===== src/rtl/pic_pkg.sv =====
// +-----------------------------------------------------------------+
// | pic_pkg: sequencer state encoding and ICW/OCW bit positions.     |
// | Revision: 1.0                                                    |
// +-----------------------------------------------------------------+
`timescale 1ns/1ps
`default_nettype none
package pic_pkg;

  typedef enum logic [2:0] {
    ST_UNINIT    = 3'd0,
    ST_WAIT_ICW2 = 3'd1,
    ST_WAIT_ICW3 = 3'd2,
    ST_WAIT_ICW4 = 3'd3,
    ST_READY     = 3'd4
  } seq_state_e;

  localparam int ICW1_IC4  = 0;
  localparam int ICW1_SNGL = 1;
  localparam int ICW1_ADI  = 2;
  localparam int ICW1_LTIM = 3;

  localparam int ICW2_VB_MSB = 7;
  localparam int ICW2_VB_LSB = 3;

  localparam int ICW4_UPM  = 0;
  localparam int ICW4_AEOI = 1;
  localparam int ICW4_MS   = 2;
  localparam int ICW4_BUF  = 3;
  localparam int ICW4_SFNM = 4;

  localparam int OCW3_RIS  = 0;
  localparam int OCW3_RR   = 1;
  localparam int OCW3_P    = 2;
  localparam int OCW3_SMM  = 5;
  localparam int OCW3_ESMM = 6;

  // Strobe index order used for the synchronizer bank.
  localparam int STB_ICW1   = 0;
  localparam int STB_ICW2_4 = 1;
  localparam int STB_OCW1   = 2;
  localparam int STB_OCW2   = 3;
  localparam int STB_OCW3   = 4;
  localparam int NUM_STB    = 5;

endpackage
`default_nettype wire


===== src/rtl/strobe_sync.sv =====
// +-----------------------------------------------------------------+
// | strobe_sync: multi-flop synchronizer plus rising-edge detector.  |
// | Revision: 1.0                                                    |
// +-----------------------------------------------------------------+
`timescale 1ns/1ps
`default_nettype none
module strobe_sync #(
  parameter int SYNC_STAGES = 2
) (
  input  logic clk,
  input  logic rst_n,
  input  logic strobe_i,
  output logic rise_o
);

  logic [SYNC_STAGES-1:0] sync_q, sync_d;
  logic                   prev_q, prev_d;

  always_comb begin
    sync_d    = sync_q;
    sync_d[0] = strobe_i;
    for (int i = 1; i < SYNC_STAGES; i++) begin
      sync_d[i] = sync_q[i-1];
    end
    prev_d = sync_q[SYNC_STAGES-1];
  end

  always_ff @(posedge clk or negedge rst_n) begin
    if (!rst_n) begin
      sync_q <= '0;
      prev_q <= 1'b0;
    end else begin
      sync_q <= sync_d;
      prev_q <= prev_d;
    end
  end

  // Valid in the cycle before the consuming edge, so the action lands on edge SYNC_STAGES+1.
  assign rise_o = sync_q[SYNC_STAGES-1] & ~prev_q;

endmodule
`default_nettype wire


===== src/rtl/init_sequencer.sv =====
// +-----------------------------------------------------------------+
// | init_sequencer: ICW1..4 initialization FSM and OCW1..3 handling. |
// | Revision: 1.0                                                    |
// +-----------------------------------------------------------------+
`timescale 1ns/1ps
`default_nettype none
module init_sequencer
  import pic_pkg::*;
#(
  parameter int SYNC_STAGES = 2
) (
  input  logic       clk,
  input  logic       rst_n,
  input  logic       write_ICW_1,
  input  logic       write_ICW2_4,
  input  logic       write_OCW1,
  input  logic       write_OCW2,
  input  logic       write_OCW3,
  input  logic [7:0] internal_bus,
  output logic [2:0] seq_state,
  output logic       init_done,
  output logic       ltim,
  output logic       adi,
  output logic       sngl,
  output logic       ic4,
  output logic [4:0] vector_base,
  output logic [7:0] cascade_cfg,
  output logic       upm,
  output logic       aeoi,
  output logic       ms,
  output logic       buf_mode,
  output logic       sfnm,
  output logic [7:0] imr,
  output logic [7:0] ocw2_cmd,
  output logic       ocw2_pulse,
  output logic       read_isr,
  output logic       special_mask,
  output logic       poll_pulse
);

  logic [NUM_STB-1:0] w_stb, w_ev;

  assign w_stb = {write_OCW3, write_OCW2, write_OCW1, write_ICW2_4, write_ICW_1};

  for (genvar g = 0; g < NUM_STB; g++) begin : g_sync
    strobe_sync #(.SYNC_STAGES(SYNC_STAGES)) u_sync (
      .clk     (clk),
      .rst_n   (rst_n),
      .strobe_i(w_stb[g]),
      .rise_o  (w_ev[g])
    );
  end

  seq_state_e state_q, state_d;
  logic       init_done_q, init_done_d;
  logic [3:0] icw1_q, icw1_d;            // {ltim, adi, sngl, ic4}
  logic [4:0] vector_base_q, vector_base_d;
  logic [7:0] cascade_cfg_q, cascade_cfg_d;
  logic [4:0] icw4_q, icw4_d;            // {sfnm, buf_mode, ms, aeoi, upm}
  logic [7:0] imr_q, imr_d;
  logic [7:0] ocw2_cmd_q, ocw2_cmd_d;
  logic       ocw2_pulse_q, ocw2_pulse_d;
  logic       read_isr_q, read_isr_d;
  logic       special_mask_q, special_mask_d;
  logic       poll_pulse_q, poll_pulse_d;

  always_comb begin
    state_d        = state_q;
    icw1_d         = icw1_q;
    vector_base_d  = vector_base_q;
    cascade_cfg_d  = cascade_cfg_q;
    icw4_d         = icw4_q;
    imr_d          = imr_q;
    ocw2_cmd_d     = ocw2_cmd_q;
    ocw2_pulse_d   = 1'b0;
    read_isr_d     = read_isr_q;
    special_mask_d = special_mask_q;
    poll_pulse_d   = 1'b0;

    if (w_ev[STB_ICW1]) begin
      // ICW1 restarts initialization from any state and overrides every other event.
      icw1_d         = internal_bus[3:0];
      imr_d          = 8'h00;
      icw4_d         = 5'b0;
      special_mask_d = 1'b0;
      read_isr_d     = 1'b0;
      state_d        = ST_WAIT_ICW2;
    end else begin
      case (state_q)
        ST_WAIT_ICW2: if (w_ev[STB_ICW2_4]) begin
          vector_base_d = internal_bus[ICW2_VB_MSB:ICW2_VB_LSB];
          if (!icw1_q[ICW1_SNGL])   state_d = ST_WAIT_ICW3;
          else if (icw1_q[ICW1_IC4]) state_d = ST_WAIT_ICW4;
          else                      state_d = ST_READY;
        end
        ST_WAIT_ICW3: if (w_ev[STB_ICW2_4]) begin
          cascade_cfg_d = internal_bus;
          state_d       = icw1_q[ICW1_IC4] ? ST_WAIT_ICW4 : ST_READY;
        end
        ST_WAIT_ICW4: if (w_ev[STB_ICW2_4]) begin
          icw4_d  = internal_bus[4:0];
          state_d = ST_READY;
        end
        ST_READY: begin
          if (w_ev[STB_OCW1]) imr_d = internal_bus;
          if (w_ev[STB_OCW2]) begin
            ocw2_cmd_d   = internal_bus;
            ocw2_pulse_d = 1'b1;
          end
          if (w_ev[STB_OCW3]) begin
            if (internal_bus[OCW3_RR])   read_isr_d     = internal_bus[OCW3_RIS];
            if (internal_bus[OCW3_ESMM]) special_mask_d = internal_bus[OCW3_SMM];
            poll_pulse_d = internal_bus[OCW3_P];
          end
        end
        ST_UNINIT: ;
        default:   state_d = ST_UNINIT;
      endcase
    end

    init_done_d = (state_d == ST_READY);
  end

  always_ff @(posedge clk or negedge rst_n) begin
    if (!rst_n) begin
      state_q        <= ST_UNINIT;
      init_done_q    <= 1'b0;
      icw1_q         <= '0;
      vector_base_q  <= '0;
      cascade_cfg_q  <= '0;
      icw4_q         <= '0;
      imr_q          <= '0;
      ocw2_cmd_q     <= '0;
      ocw2_pulse_q   <= 1'b0;
      read_isr_q     <= 1'b0;
      special_mask_q <= 1'b0;
      poll_pulse_q   <= 1'b0;
    end else begin
      state_q        <= state_d;
      init_done_q    <= init_done_d;
      icw1_q         <= icw1_d;
      vector_base_q  <= vector_base_d;
      cascade_cfg_q  <= cascade_cfg_d;
      icw4_q         <= icw4_d;
      imr_q          <= imr_d;
      ocw2_cmd_q     <= ocw2_cmd_d;
      ocw2_pulse_q   <= ocw2_pulse_d;
      read_isr_q     <= read_isr_d;
      special_mask_q <= special_mask_d;
      poll_pulse_q   <= poll_pulse_d;
    end
  end

  assign seq_state    = state_q;
  assign init_done    = init_done_q;
  assign ltim         = icw1_q[ICW1_LTIM];
  assign adi          = icw1_q[ICW1_ADI];
  assign sngl         = icw1_q[ICW1_SNGL];
  assign ic4          = icw1_q[ICW1_IC4];
  assign vector_base  = vector_base_q;
  assign cascade_cfg  = cascade_cfg_q;
  assign upm          = icw4_q[ICW4_UPM];
  assign aeoi         = icw4_q[ICW4_AEOI];
  assign ms           = icw4_q[ICW4_MS];
  assign buf_mode     = icw4_q[ICW4_BUF];
  assign sfnm         = icw4_q[ICW4_SFNM];
  assign imr          = imr_q;
  assign ocw2_cmd     = ocw2_cmd_q;
  assign ocw2_pulse   = ocw2_pulse_q;
  assign read_isr     = read_isr_q;
  assign special_mask = special_mask_q;
  assign poll_pulse   = poll_pulse_q;

endmodule
`default_nettype wire


===== config.mk =====
export PLATFORM = sky130hd
export DESIGN_NAME = init_sequencer
export DESIGN_NICKNAME = d
export VERILOG_FILES = /design/src/rtl/pic_pkg.sv /design/src/rtl/strobe_sync.sv /design/src/rtl/init_sequencer.sv
export SDC_FILE = /design/constraint.sdc
export NUM_CORES = 1
export LEC_CHECK = 0
export ABC_AREA = 1
export CORE_UTILIZATION = 44
export DETAILED_ROUTE_END_ITERATION = 12
export PLACE_DENSITY = 0.82
export SLEW_MARGIN = 20
export SYNTH_ARGS = -nofsm -noshare
export SYNTH_HDL_FRONTEND = slang
export SYNTH_HIERARCHICAL = 1
export SYNTH_SLANG_ARGS = --single-unit

===== constraint.sdc =====
create_clock -name clk -period 1.2 [get_ports clk]
set_input_delay 0.24 -clock clk [delete_from_list [all_inputs] [get_ports clk]]
set_output_delay 0.24 -clock clk [all_outputs]
set_load 0.05 [all_outputs]

==> results.toml <==
[synth]
synth_top_area_share_pct = 62.6
yosysWarnings = 6
syn-cell-area_sq_mm = 0.00244
ys_seq_elements = 61
synth_fp_nets = 255
synth_cell_type_count = 21
synth_cells = 240
postSynthAreaPerCell_sq_um = 10.2
synth_largest_area_cell = "dfrtp_1"
ys_top_cells_by_area = "dfrtp_1 63%, nand2_1 10%, o21ai_2 7.5%"
synth-seq-area-share_pct = 62.6

[placement]
gp_congestion = 0.791
pre_cts_slack_ns = -0.114
hpwlAfterDp_microns = 4220
placedCellCount = 386
portBuffers = 60

[floorplan]
dieArea_sq_mm = 0.00584
placementRows = 26
die_y_microns = 76.4
start_util_pct = 46.8
die_x_microns = 76.4
ioPinCount = 61
coreArea_sq_mm = 0.00520

[sta]
layout_min_cycle_time_ns = 1.37
slew_viol_final = 0
hold_viol_final = 0
worstMarginPinSlew_ns = 0.414
relSlewSlack_pct = 72.4
fmax_mhz = 732
skew_ns = 0.00836
finalSetupViolCount = 54
min_period_over_period_pct = 114
setup_slack_ns = -0.165
holdWs_ns = 0.323
rsz0062_at_grt = "yes"

[grt]
grt_max_degree = 29
grt_pass1_vias = 2164
grt_remaining_overflow = 0
antenna_found_initial = 0
grt_pass1_wl_microns = 11200
grt_usage_pct = 26.1

[detailed_routing]
wl_per_cell_microns = 18.3
drtIter0Drc = 152
detail-route-antenna-nets = 0
wirelength_microns = 7880
vias_per_cell = 5.25
vias = 2264
first_pass_iters = 5
drc = 0

[clock_network]
cts_made_buffers = 9
cts_buffer_depth = 2
htreeDepth = 3
insertion_delay_ns = 0.36
clkSinkCount = 61
cts_tree = "done"
root_buffer = "clkbuf_8"
clk_pin_slew_ns = 0.07

[power]
leakage_nw = 2.06
power.density_mw_per_mm2 = 2470
ir_drop_v = 0.00213

[flow_run]
drv_cap = 0

[final_layout]
drive_gt1_share_pct = 54.0
nNetsFinal = 371
area_delta_synth_final_pct = 81.9
stdcell_count = 431
final_util_pct = 85.2
antenna_cells = 0

[outcome]
status = "finished, violations left"
violations = "setup timing"

[worst_setup_path]
crit_fanout = 8
startpoint_type = "register"
cp.arrival_ns = 1.65
cp.required_ns = 1.48
end_kind = "register"
worstSetupPathType = "reg2reg"

[min_path]
worst_hold_path_type = "in2reg"
## kinds of logic (layout without fill, tap and decap cells)
family / after synthesis / after routing / synth area share (%)
compound gates: 45 / 46 / 12.9
flops: 61 / 61 / 62.6
simple gates: 97 / 101 / 17.5
buf+inv: 37 / 153 / 6.98
## worst max-delay path, cell delays in order (launching register included)
cell and delay, ns:
dfrtp_2 0.45, nor2_2 0.23, nand2_4 0.12, inv_4 0.12, nand3_4 0.17, o21ai_2 0.19
## metrics by stage
step | instance area, sq um | total power [mW] | setup TNS (ns)
after floorplan | 2460 | 5.57 | -1.95
after global placement | 3740 | 8.40 | -0.321
final | 4430 | 10.9 | -4.10
after detailed placement | 3740 | 8.50 | -1.69
after CTS | 4140 | 10.3 | -0.889
after global routing | 4430 | 11.3 | -5.40
## layout make-up
cell class | count | area, sq um
flip-flops and latches | 61 | 1540
repair buffers | 106 | 1500
multi-input cells | 147 | 998
well taps | 70 | 87.6
clock inverters | 4 | 22.5
clock buffers | 12 | 155
fillers | 232 | 772
inverters | 31 | 129
## layer usage
| metal | vias up | track usage [%] | wire (microns) |
|---|---|---|---|
| met5 | - | 0 | 0 |
| met1 | 1127 | 31.0 | 3010 |
| met4 | 0 | 15.0 | 296 |
| met3 | 30 | 6.59 | 450 |
| li1 | 998 | - | - |
| met2 | 109 | 43.2 | 4130 |
## layout by cell type, fill, tap and decap left out, types with 4 or more instances in the layout
cell type | netlist | layout
nand2_2 | 4 | 16
clkbuf_8 | 0 | 11
nand3_1 | 6 | 4
inv_1 | 27 | 23
nor2_4 | 1 | 4
dfrtp_1 | 61 | 52
o21ai_0 | 17 | 13
nor2_2 | 7 | 5
buf_4 | 2 | 28
nor2_1 | 10 | 9
buf_12 | 0 | 50
inv_2 | 3 | 4
nand2_4 | 0 | 9
dfrtp_2 | 0 | 9
nand2_1 | 66 | 44
o21ai_2 | 21 | 24
o21ai_1 | 4 | 5
buf_6 | 3 | 13
clkdlybuf4s50_1 | 0 | 13
## final timing paths
| check | start | to | slack [ns] | cells past startpoint |
|---|---|---|---|---|
| max | seq_state[0]$_DFF_PN0_ | ocw2_cmd[6]$_DFFE_PN0P_ | -0.17 | 5 |
| max in group asynchronous | rst_n | cascade_cfg[2]$_DFFE_PN0P_ | 0.35 | 3 |
| max reg2reg | seq_state[0]$_DFF_PN0_ | ocw2_cmd[6]$_DFFE_PN0P_ | -0.17 | 5 |
| min | write_OCW3 | g_sync[4].u_sync/sync_q[0]$_DFF_PN0_ | 0.32 | 1 |
| min reg2reg | g_sync[3].u_sync/sync_q[0]$_DFF_PN0_ | g_sync[3].u_sync/sync_q[1]$_DFF_PN0_ | 0.35 | 0 |
| min in group asynchronous | rst_n | g_sync[0].u_sync/prev_q$_DFF_PN0_ | 0.34 | 2 |
## report_power, final
part | internal, mW | switching, mW
clock network | 0.850 | 0.818
logic | 2.85 | 3.02
registers | 2.63 | 0.756
## Yosys cell counts
cell      instances
a21oi_1           2
buf_2             1
buf_4             2
buf_6             3
clkinv_1          1
dfrtp_1          61
inv_1            27
inv_2             3
nand2_1          66
nand2_2           4
nand3_1           6
nand3_4           1
nand4_1           1
nor2_1           10
nor2_2            7
nor2_4            1
nor4_1            1
o21ai_0          17
o21ai_1           4
o21ai_2          21
o21ai_4           1
## registers in the layout, indices dropped and copies added, names as in the netlist, 3 cells and up
signal / count
vector_base: 5
seq_state: 3
g_sync.u_sync/prev_q: 5
icw4_q: 5
icw1_q: 4
cascade_cfg: 8
ocw2_cmd: 8
imr: 8
g_sync.u_sync/sync_q: 10
## what timing repair did
item,in CTS,in global routing
pin swaps,3,18
setup endpoints to repair,43,59
hold buffers,1,0
gates cloned,4,1
buffers inserted,11,13
hold endpoints to repair,13,0
gates resized for setup,22,56
Power figures use the tool's default switching activity.
